**src/rtl/cpu_sequencer_if.sv**
```systemverilog
// Decoder/memory-side bundle of the CPU sequencer.
// Carries raw decoder strobes and the instruction word in, gated strobes and status out.
interface cpu_sequencer_if #(
  parameter int INSTR_W = 18
);
  logic               run;
  logic [INSTR_W-1:0] mem_rdata;
  logic               halt_req;
  logic               dec_is_mul;
  logic               dec_mem_access;
  logic               dec_we1;
  logic               dec_we2;
  logic               dec_flagwrite;
  logic               dec_memwrite;
  logic               dec_pc_load;

  logic [INSTR_W-1:0] instr_out;
  logic               fetch_en;
  logic               ir_load;
  logic               pc_inc;
  logic               we1;
  logic               we2;
  logic               flag_we;
  logic               mem_we;
  logic               pc_we;
  logic               busy;
  logic               halted;
  logic [31:0]        instr_retired;

  // Decoder/environment side drives the raw strobes and observes the gated ones.
  modport master (
    output run, mem_rdata, halt_req, dec_is_mul, dec_mem_access,
           dec_we1, dec_we2, dec_flagwrite, dec_memwrite, dec_pc_load,
    input  instr_out, fetch_en, ir_load, pc_inc, we1, we2, flag_we,
           mem_we, pc_we, busy, halted, instr_retired
  );

  modport slave (
    input  run, mem_rdata, halt_req, dec_is_mul, dec_mem_access,
           dec_we1, dec_we2, dec_flagwrite, dec_memwrite, dec_pc_load,
    output instr_out, fetch_en, ir_load, pc_inc, we1, we2, flag_we,
           mem_we, pc_we, busy, halted, instr_retired
  );
endinterface

```
**src/rtl/cpu_sequencer.sv**
```systemverilog
// Multi-cycle fetch/decode/execute sequencer for the 18-bit CPU.
// Define SEQ_INSTR_COUNT_EN to enable the retired-instruction counter on instr_retired.
module cpu_sequencer #(
  parameter int INSTR_W    = 18,
  parameter int MEM_LAT    = 1,
  parameter int MUL_CYCLES = 4
) (
  input  logic           clk,
  input  logic           reset,
  cpu_sequencer_if.slave bus
);

  typedef enum logic [2:0] {
    IDLE   = 3'd0,
    FETCH  = 3'd1,
    DECODE = 3'd2,
    EXEC   = 3'd3,
    MEM    = 3'd4,
    MULW   = 3'd5,
    HALT   = 3'd6
  } state_e;

  localparam logic [3:0] MEM_LAST = 4'(MEM_LAT - 1);
  localparam logic [3:0] MUL_LAST = 4'(MUL_CYCLES - 1);

  state_e             state_q, state_d;
  logic [3:0]         cnt_q, cnt_d;
  logic [INSTR_W-1:0] instr_q, instr_d;

  logic retire;
  logic fetch_en, ir_load, pc_inc;
  logic we1, we2, flag_we, mem_we, pc_we;

  always_comb begin
    state_d  = state_q;
    retire   = 1'b0;
    fetch_en = 1'b0;
    ir_load  = 1'b0;
    pc_inc   = 1'b0;
    we1      = 1'b0;
    we2      = 1'b0;
    flag_we  = 1'b0;
    mem_we   = 1'b0;
    pc_we    = 1'b0;

    case (state_q)
      IDLE: begin
        if (bus.run) state_d = FETCH;
      end
      FETCH: begin
        fetch_en = 1'b1;
        if (cnt_q == MEM_LAST) begin
          ir_load = 1'b1;
          pc_inc  = 1'b1;
          state_d = DECODE;
        end
      end
      DECODE: begin
        if (bus.halt_req)            state_d = HALT;
        else if (bus.dec_is_mul)     state_d = MULW;
        else if (bus.dec_mem_access) state_d = MEM;
        else                         state_d = EXEC;
      end
      EXEC: begin
        we1     = bus.dec_we1;
        we2     = bus.dec_we2;
        flag_we = bus.dec_flagwrite;
        pc_we   = bus.dec_pc_load;
        retire  = 1'b1;
      end
      // Store data goes out on the first cycle; load results land on the last.
      MEM: begin
        if (cnt_q == 4'd0) mem_we = bus.dec_memwrite;
        if (cnt_q == MEM_LAST) begin
          we1    = bus.dec_we1;
          we2    = bus.dec_we2;
          pc_we  = bus.dec_pc_load;
          retire = 1'b1;
        end
      end
      MULW: begin
        if (cnt_q == MUL_LAST) begin
          we1     = bus.dec_we1;
          we2     = bus.dec_we2;
          flag_we = bus.dec_flagwrite;
          retire  = 1'b1;
        end
      end
      HALT: begin
      end
      default: begin
        state_d = IDLE;
      end
    endcase

    // run is only looked at on instruction boundaries.
    if (retire) state_d = bus.run ? FETCH : IDLE;
  end

  always_comb begin
    cnt_d = cnt_q;
    if (state_d != state_q) begin
      cnt_d = 4'd0;
    end else if ((state_q == FETCH || state_q == MEM || state_q == MULW) &&
                 cnt_q != 4'hF) begin
      cnt_d = cnt_q + 4'd1;
    end
  end

  always_comb begin
    instr_d = instr_q;
    if (ir_load) instr_d = bus.mem_rdata;
  end

  always_ff @(posedge clk) begin
    if (reset) begin
      state_q <= IDLE;
      cnt_q   <= 4'd0;
      instr_q <= '0;
    end else begin
      state_q <= state_d;
      cnt_q   <= cnt_d;
      instr_q <= instr_d;
    end
  end

  assign bus.instr_out = instr_q;
  assign bus.fetch_en  = fetch_en;
  assign bus.ir_load   = ir_load;
  assign bus.pc_inc    = pc_inc;
  assign bus.we1       = we1;
  assign bus.we2       = we2;
  assign bus.flag_we   = flag_we;
  assign bus.mem_we    = mem_we;
  assign bus.pc_we     = pc_we;
  assign bus.busy      = (state_q != IDLE) && (state_q != HALT);
  assign bus.halted    = (state_q == HALT);

`ifdef SEQ_INSTR_COUNT_EN
  logic [31:0] retired_q, retired_d;

  always_comb begin
    retired_d = retired_q;
    if (retire) retired_d = retired_q + 32'd1;
  end

  always_ff @(posedge clk) begin
    if (reset) retired_q <= 32'd0;
    else       retired_q <= retired_d;
  end

  assign bus.instr_retired = retired_q;
`else
  assign bus.instr_retired = 32'd0;
`endif

endmodule

```
**src/flat_wrapper.sv**
```systemverilog
// flat-port wrapper written by rule: the top's interface ports become plain ports
module cpu_sequencer_flat 
#(
  parameter int INSTR_W    = 18,
  parameter int MEM_LAT    = 1,
  parameter int MUL_CYCLES = 4
)
  (clk, reset, bus_run, bus_mem_rdata, bus_halt_req, bus_dec_is_mul, bus_dec_mem_access, bus_dec_we1, bus_dec_we2, bus_dec_flagwrite, bus_dec_memwrite, bus_dec_pc_load, bus_instr_out, bus_fetch_en, bus_ir_load, bus_pc_inc, bus_we1, bus_we2, bus_flag_we, bus_mem_we, bus_pc_we, bus_busy, bus_halted, bus_instr_retired);
  cpu_sequencer_if #(.INSTR_W(INSTR_W)) bus_i ();
  input  logic clk;
  input  logic reset;
  input wire logic [$bits(bus_i.run)-1:0] bus_run;
  input wire logic [$bits(bus_i.mem_rdata)-1:0] bus_mem_rdata;
  input wire logic [$bits(bus_i.halt_req)-1:0] bus_halt_req;
  input wire logic [$bits(bus_i.dec_is_mul)-1:0] bus_dec_is_mul;
  input wire logic [$bits(bus_i.dec_mem_access)-1:0] bus_dec_mem_access;
  input wire logic [$bits(bus_i.dec_we1)-1:0] bus_dec_we1;
  input wire logic [$bits(bus_i.dec_we2)-1:0] bus_dec_we2;
  input wire logic [$bits(bus_i.dec_flagwrite)-1:0] bus_dec_flagwrite;
  input wire logic [$bits(bus_i.dec_memwrite)-1:0] bus_dec_memwrite;
  input wire logic [$bits(bus_i.dec_pc_load)-1:0] bus_dec_pc_load;
  output wire logic [$bits(bus_i.instr_out)-1:0] bus_instr_out;
  output wire logic [$bits(bus_i.fetch_en)-1:0] bus_fetch_en;
  output wire logic [$bits(bus_i.ir_load)-1:0] bus_ir_load;
  output wire logic [$bits(bus_i.pc_inc)-1:0] bus_pc_inc;
  output wire logic [$bits(bus_i.we1)-1:0] bus_we1;
  output wire logic [$bits(bus_i.we2)-1:0] bus_we2;
  output wire logic [$bits(bus_i.flag_we)-1:0] bus_flag_we;
  output wire logic [$bits(bus_i.mem_we)-1:0] bus_mem_we;
  output wire logic [$bits(bus_i.pc_we)-1:0] bus_pc_we;
  output wire logic [$bits(bus_i.busy)-1:0] bus_busy;
  output wire logic [$bits(bus_i.halted)-1:0] bus_halted;
  output wire logic [$bits(bus_i.instr_retired)-1:0] bus_instr_retired;
  assign bus_i.run = bus_run;
  assign bus_i.mem_rdata = bus_mem_rdata;
  assign bus_i.halt_req = bus_halt_req;
  assign bus_i.dec_is_mul = bus_dec_is_mul;
  assign bus_i.dec_mem_access = bus_dec_mem_access;
  assign bus_i.dec_we1 = bus_dec_we1;
  assign bus_i.dec_we2 = bus_dec_we2;
  assign bus_i.dec_flagwrite = bus_dec_flagwrite;
  assign bus_i.dec_memwrite = bus_dec_memwrite;
  assign bus_i.dec_pc_load = bus_dec_pc_load;
  assign bus_instr_out = bus_i.instr_out;
  assign bus_fetch_en = bus_i.fetch_en;
  assign bus_ir_load = bus_i.ir_load;
  assign bus_pc_inc = bus_i.pc_inc;
  assign bus_we1 = bus_i.we1;
  assign bus_we2 = bus_i.we2;
  assign bus_flag_we = bus_i.flag_we;
  assign bus_mem_we = bus_i.mem_we;
  assign bus_pc_we = bus_i.pc_we;
  assign bus_busy = bus_i.busy;
  assign bus_halted = bus_i.halted;
  assign bus_instr_retired = bus_i.instr_retired;
  cpu_sequencer #(.INSTR_W(INSTR_W), .MEM_LAT(MEM_LAT), .MUL_CYCLES(MUL_CYCLES)) u_core (.clk(clk), .reset(reset), .bus(bus_i));
endmodule
```
**config.mk**
```make
export PLATFORM = sky130hd
export DESIGN_NAME = cpu_sequencer_flat
export DESIGN_NICKNAME = d
export VERILOG_FILES = /design/src/rtl/cpu_sequencer_if.sv /design/src/rtl/cpu_sequencer.sv /design/src/flat_wrapper.sv
export SDC_FILE = /design/constraint.sdc
export NUM_CORES = 1
export LEC_CHECK = 0
export CORE_MARGIN = 3
export CORE_UTILIZATION = 40
export DETAILED_ROUTE_END_ITERATION = 8
export PLACE_DENSITY = 0.86
export SYNTH_ARGS = -nofsm -noshare
export SYNTH_HDL_FRONTEND = slang
export SYNTH_SLANG_ARGS = --single-unit
```
**constraint.sdc**
```tcl
create_clock -name clk -period 3 [get_ports clk]
set_input_delay 0.9 -clock clk [delete_from_list [all_inputs] [get_ports clk]]
set_output_delay 0.9 -clock clk [all_outputs]
set_load 0.01 [all_outputs]
```
# Word-level counts from Yosys, hierarchy flattened
# Cells that the tools add are included.
[totals] regBits=25 inputBits=29 out_inout_bits=60
[op_classes] add_sub_neg=1 n_eq_ne=10 muxes=25 reduce_logical=9
[op_table] cell="$mux 3" count=6
[op_table] cell="$mux 1" count=13
[op_table] cell="$pmux 3 s4" count=1
[op_table] cell="$eq 3x3->1 const B" count=3
[op_table] cell="$pmux 1 s3" count=3
[op_table] cell="$eq 3x2->1 const B" count=2
[op_table] cell="$add 4x1->4 const B" count=1
[op_table] cell="$eq 4x2->1 const B" count=1
[op_table] cell="$logic_not 4->1" count=1
[op_table] cell="$ne 4x4->1 const B" count=1
[op_table] cell="$pmux 1 s2" count=2
[op_table] cell="$reduce_or 4->1" count=1
[op_table] cell="$eq 3x1->1 const B" count=1
[op_table] cell="$logic_not 3->1" count=1
[op_table] cell="$ne 3x3->1" count=1
[op_table] cell="$ne 3x3->1 const B" count=1
[op_table] cell="$reduce_bool 3->1" count=1
[op_table] cell="$logic_and 1x1->1" count=2
[op_table] cell="$logic_or 1x1->1" count=2
[op_table] cell="$reduce_or 2->1" count=1

# Longest topological paths before layout
# Gate-level depths: netlist (run 1).
[depth] depth_word=7 mapped_depth=8 ltp_nobuf=7

# Least setup slack after synthesis (run 1)
# OpenSTA, ideal clock, no wires.
[synth_path] path_kind="register to output" from="register u_core.cnt_q[0]" to="output bus_pc_inc" arrival_time_ns=1.488 path_slack_ns=0.612 path_stages_with_launch=8 n_path_buf=2 cell_sequence="dfxtp_1 inv_1 ha_1 nand2b_1 or4_4 clkinv_2 buf_6 buf_4"
[synth_via] elab_chain_cells=3
[synth_lines] element="start, declared" line="cpu_sequencer.sv:27" source="logic [3:0] cnt_q, cnt_d;"
[synth_lines] element="start signal, assigned" line="cpu_sequencer.sv:122" source="cnt_q <= cnt_d;"
[synth_lines] element="$logic_not 4->1" line="cpu_sequencer.sv:52" source="if (cnt_q == MEM_LAST) begin"
[synth_lines] element="$mux 1 (2 in series)"
[synth_lines] element="end, declared" line="flat_wrapper.sv:25" source="output wire logic [$bits(bus_i.pc_inc)-1:0] bus_pc_inc;"
# No other way between the ends.

# Final worst setup path (run 1)
[layout_path] from="input bus_dec_memwrite" to="output bus_mem_we"
[layout_via] elab_chain_cells=2
[layout_lines] element="start, declared" line="flat_wrapper.sv:20" source="input wire logic [$bits(bus_i.dec_memwrite)-1:0] bus_dec_memwrite;"
[layout_lines] element="$mux 1" line="cpu_sequencer.sv:73" source="if (cnt_q == 4'd0) mem_we = bus.dec_memwrite;"
[layout_lines] element="$mux 1" line="cpu_sequencer.sv:46" source="case (state_q)"
[layout_lines] element="end, declared" line="flat_wrapper.sv:29" source="output wire logic [$bits(bus_i.mem_we)-1:0] bus_mem_we;"
# No other way between the ends.

==> results of run 1 <==
[logic make-up after synthesis]
group	count (synthesis)
and+or+nand+nor	75
buffers and inverters	47
AOI/OAI and AO/OA	35
DFF	25
muxes	3
adders and majority gates	2
xor gates and xnor gates	2
other	1
[per-layer routing]
metal  share of wire (%)  track usage (%)
met1                  42            19.01
met2                  51            27.51
met3                 7.2            4.422
met4                0.42            3.553
met5                   0                0
[sequential cells by signal, indices dropped and copies added, names as in the netlist]
name and cells:
u_core.bus.instr_out 18, u_core.cnt_q 4, u_core.state_q 3
[worst max path at each step]
| stage | from | endpoint | slack (ns) | cells past startpoint |
|---|---|---|---|---|
| 2_1_floorplan | u_core.cnt_q[0] | bus_pc_inc | 0.61 | 7 |
| 3_3_place_gp | bus_dec_pc_load | bus_pc_we | 0.04 | 3 |
| 3_5_place_dp | bus_dec_pc_load | bus_pc_we | 0.002 | 3 |
| 4_1_cts | bus_dec_memwrite | bus_mem_we | 0.05 | 3 |
| 5_1_grt | u_core.cnt_q[0] | bus_ir_load | 0.0007 | 6 |
| 6_report | bus_dec_memwrite | bus_mem_we | 0.06 | 3 |
[layout by cell type, fill, tap and decap left out, types with 3 or more instances in the layout]
cell | synthesis | layout
inv_1 | 5 | 5
nor2_1 | 9 | 9
dfxtp_1 | 25 | 22
and2_1 | 3 | 3
nand2b_1 | 3 | 3
nor3_1 | 3 | 3
nand2_1 | 41 | 41
and3_1 | 3 | 3
dlygate4sd2_1 | 0 | 6
clkdlybuf4s50_1 | 0 | 50
a21oi_1 | 23 | 23
clkbuf_4 | 0 | 3
buf_4 | 33 | 7
conb_1 | 1 | 32
mux2i_1 | 3 | 3
[power groups by stage]
stage | clock [uW] | combinational, uW | sequential (uW)
finish | 153 | 879 | 490
global route | 176 | 979 | 508
CTS | 162 | 864 | 490
detailed placement | 0 | 860 | 491
global placement | 0 | 844 | 487
floorplan | 0 | 528 | 498
[worst register-to-register path, stage by stage (launching register included)]
cell and delay [ns]:
dfxtp_1 0.38, inv_1 0.08, ha_1 0.24, nor3b_4 0.17, buf_4 0.15, or3b_2 0.46
a22o_1 0.23, a21oi_1 0.11
[stage by stage]
step | hold slack, ns | total power (uW)
2_1_floorplan | 0.4805 | 1026
3_3_place_gp | 0.4406 | 1331
3_5_place_dp | 0.4469 | 1350
4_1_cts | 0.4636 | 1515
5_1_grt | 0.4837 | 1663
6_report | 0.4610 | 1521
[final cells by class]
type	count	area [um2]
Timing Repair Buffer	63	605.6
Clock buffer	3	22.52
Inverter	6	23.77
Tap cell	46	57.56
Multi-Input combinational cell	149	780.7
Clock inverter	1	7.507
Fill cell	336	1411
Sequential cell	25	506.7
[repair_timing]
item / CTS / global route
gates resized for setup: 13 / 1
pin swaps: 1 / 0
buffers inserted: 0 / 1
endpoints found under the setup margin: 7 / 1
==> flow_summary.toml, run 1 <==
[run_status]
status = "complete, no violations"

[synth]
synth_largest_area_cell = "dfxtp_1"
synth_edf_count = 0
synthTopCellsByCount = "nand2_1, buf_4, dfxtp_1, a21oi_1, nor2_1"
ys_seq_elements = 25
yosysSeqAreaShare_pct = 34.33
synthMuxAreaShare_pct = 2.060
avgSynthCellArea_um2 = 7.672
ys.flop_type = "dfxtp_1"
synthTopCellsByArea = "dfxtp_1, buf_4, nand2_1"
synthCells = 190
yosys.area_share.simple_pct = 24.89
syn_area_um2 = 1458
synth_xor_area_share_pct = 1.202
synthAdderAreaFrac_pct = 1.717
synth_top_area_share_pct = 34.33
synth-compound-area-share_pct = 14.08
yosysMostFrequentCell = "nand2_1"
async_reset_ff_share_pct = 0
synth_top_family_by_area = "simple AND/OR/NAND/NOR gates"
yosysWarnings = 0
yosysUniqueCellTypes = 39

[die]
core_area_um2 = 3416
initial_core_util_pct = 42.67
chipHeight_um = 66.37
die_area_um2 = 4404
num_rows = 21
dieWidth_um = 66.37
io_pins = 89

[clocking]
holdBufCountCts = 0
cts_root_buf = "clkbuf_4"
cts_buffers = 3
htree_levels = 1
clk_pin_slew_ns = 0.12
clk_latency_ns = 0.32
cts.sinks = 25
cts.path.max_buffers = 2
cts_tree = "built"

[worst_setup_path]
slowest_delay_ns = 0.53
cp_slowest_cell = "clkdlybuf4s50_1"
r2r_cells = 7
cpMostUsedCell = "clkdlybuf4s50_1"
worstReg2RegStart = "u_core.cnt_q[0]"
crit_family = "buffers and inverters"
cp.required_ns = 2.10
cp_cell_sequence = "clkdlybuf4s50_1, and3_1, clkdlybuf4s50_1"
reg2reg_to = "u_core.state_q[0]"
cp.arrival_ns = 2.04
end_kind = "output port"
start_kind = "input pin"
crit_type = "in -> out"
r2r_slack_ns = 1.16
path_buf_inv = 2
crit_path_max_fanout = 1

[pwr]
power_density_nw_per_um2 = 758.9
comb_power_share_pct = 57.8
p_switching_uw = 616.8
switching_share_pct = 40.55
p_int_uw = 904.4
p_leak_uw = 0.0008314
seqPwrFrac_pct = 32.2
irDropWorstVdd_uv = 534.1
p_clk_share_pct = 10.0

[global_route]
antenna_found_initial = 0
grt_pass1_wl_um = 5547
grt-ovfl-total = 0
grtUsageTotal_pct = 15.77
grt_max_degree = 21
grt_pass1_vias = 1235

[placement]
place_hpwl_um = 2542
place_inst = 288
gp_congestion = 0.7753
port_buffers = 56
dp_slack_ns = 0.001815
dpl_cell_area_um2 = 1948

[routing]
drtIter0Drc = 60
wl_um = 3365
antenna_left = 0
drc = 0
post_drt_wl_per_cell_um = 11.48
avgViaCountPerCell = 4.638
via_count = 1359
firstDrtPassIters = 4

[sta]
finalSetupViolations = 0
hold_viol = 0
fmax_mhz = 339.9
period_needed_ns = 2.942
drv_slew = 0
fin_ws_ns = 0.05763
finalClockSkew_ns = 0.02192
tns_ns = 0
rsz0062_at_grt = "false"
fin_crit_sh_pct = 98.08

[run]
drv_cap = 0

[worst_hold_path]
holdPathEnd = "u_core.bus.instr_out[14]"
hp-start = "u_core.bus.instr_out[14]"
hold_class = "reg -> reg"
whs_path_depth = 2

[finish]
drive_above_1_share_pct = 8.097
fin_nets = 279
fin_cells = 293
final_util_pct = 58.68
antenna-diode-count = 0
final_cell_area_um2 = 2004
area_delta_synth_final_pct = 37.51
No activity file was read; power rests on OpenSTA's default activity.
==> run 2, diff against run 1 <==
--- a/config.mk
+++ b/config.mk
@@ -9,6 +9,7 @@
 export CORE_UTILIZATION = 40
 export DETAILED_ROUTE_END_ITERATION = 8
 export PLACE_DENSITY = 0.86
+export SLEW_MARGIN = 15
 export SYNTH_ARGS = -nofsm -noshare
 export SYNTH_HDL_FRONTEND = slang
 export SYNTH_SLANG_ARGS = --single-unit
==> results of run 2 <==
The final DEF is identical to that of run 1; final timing and power are the same.
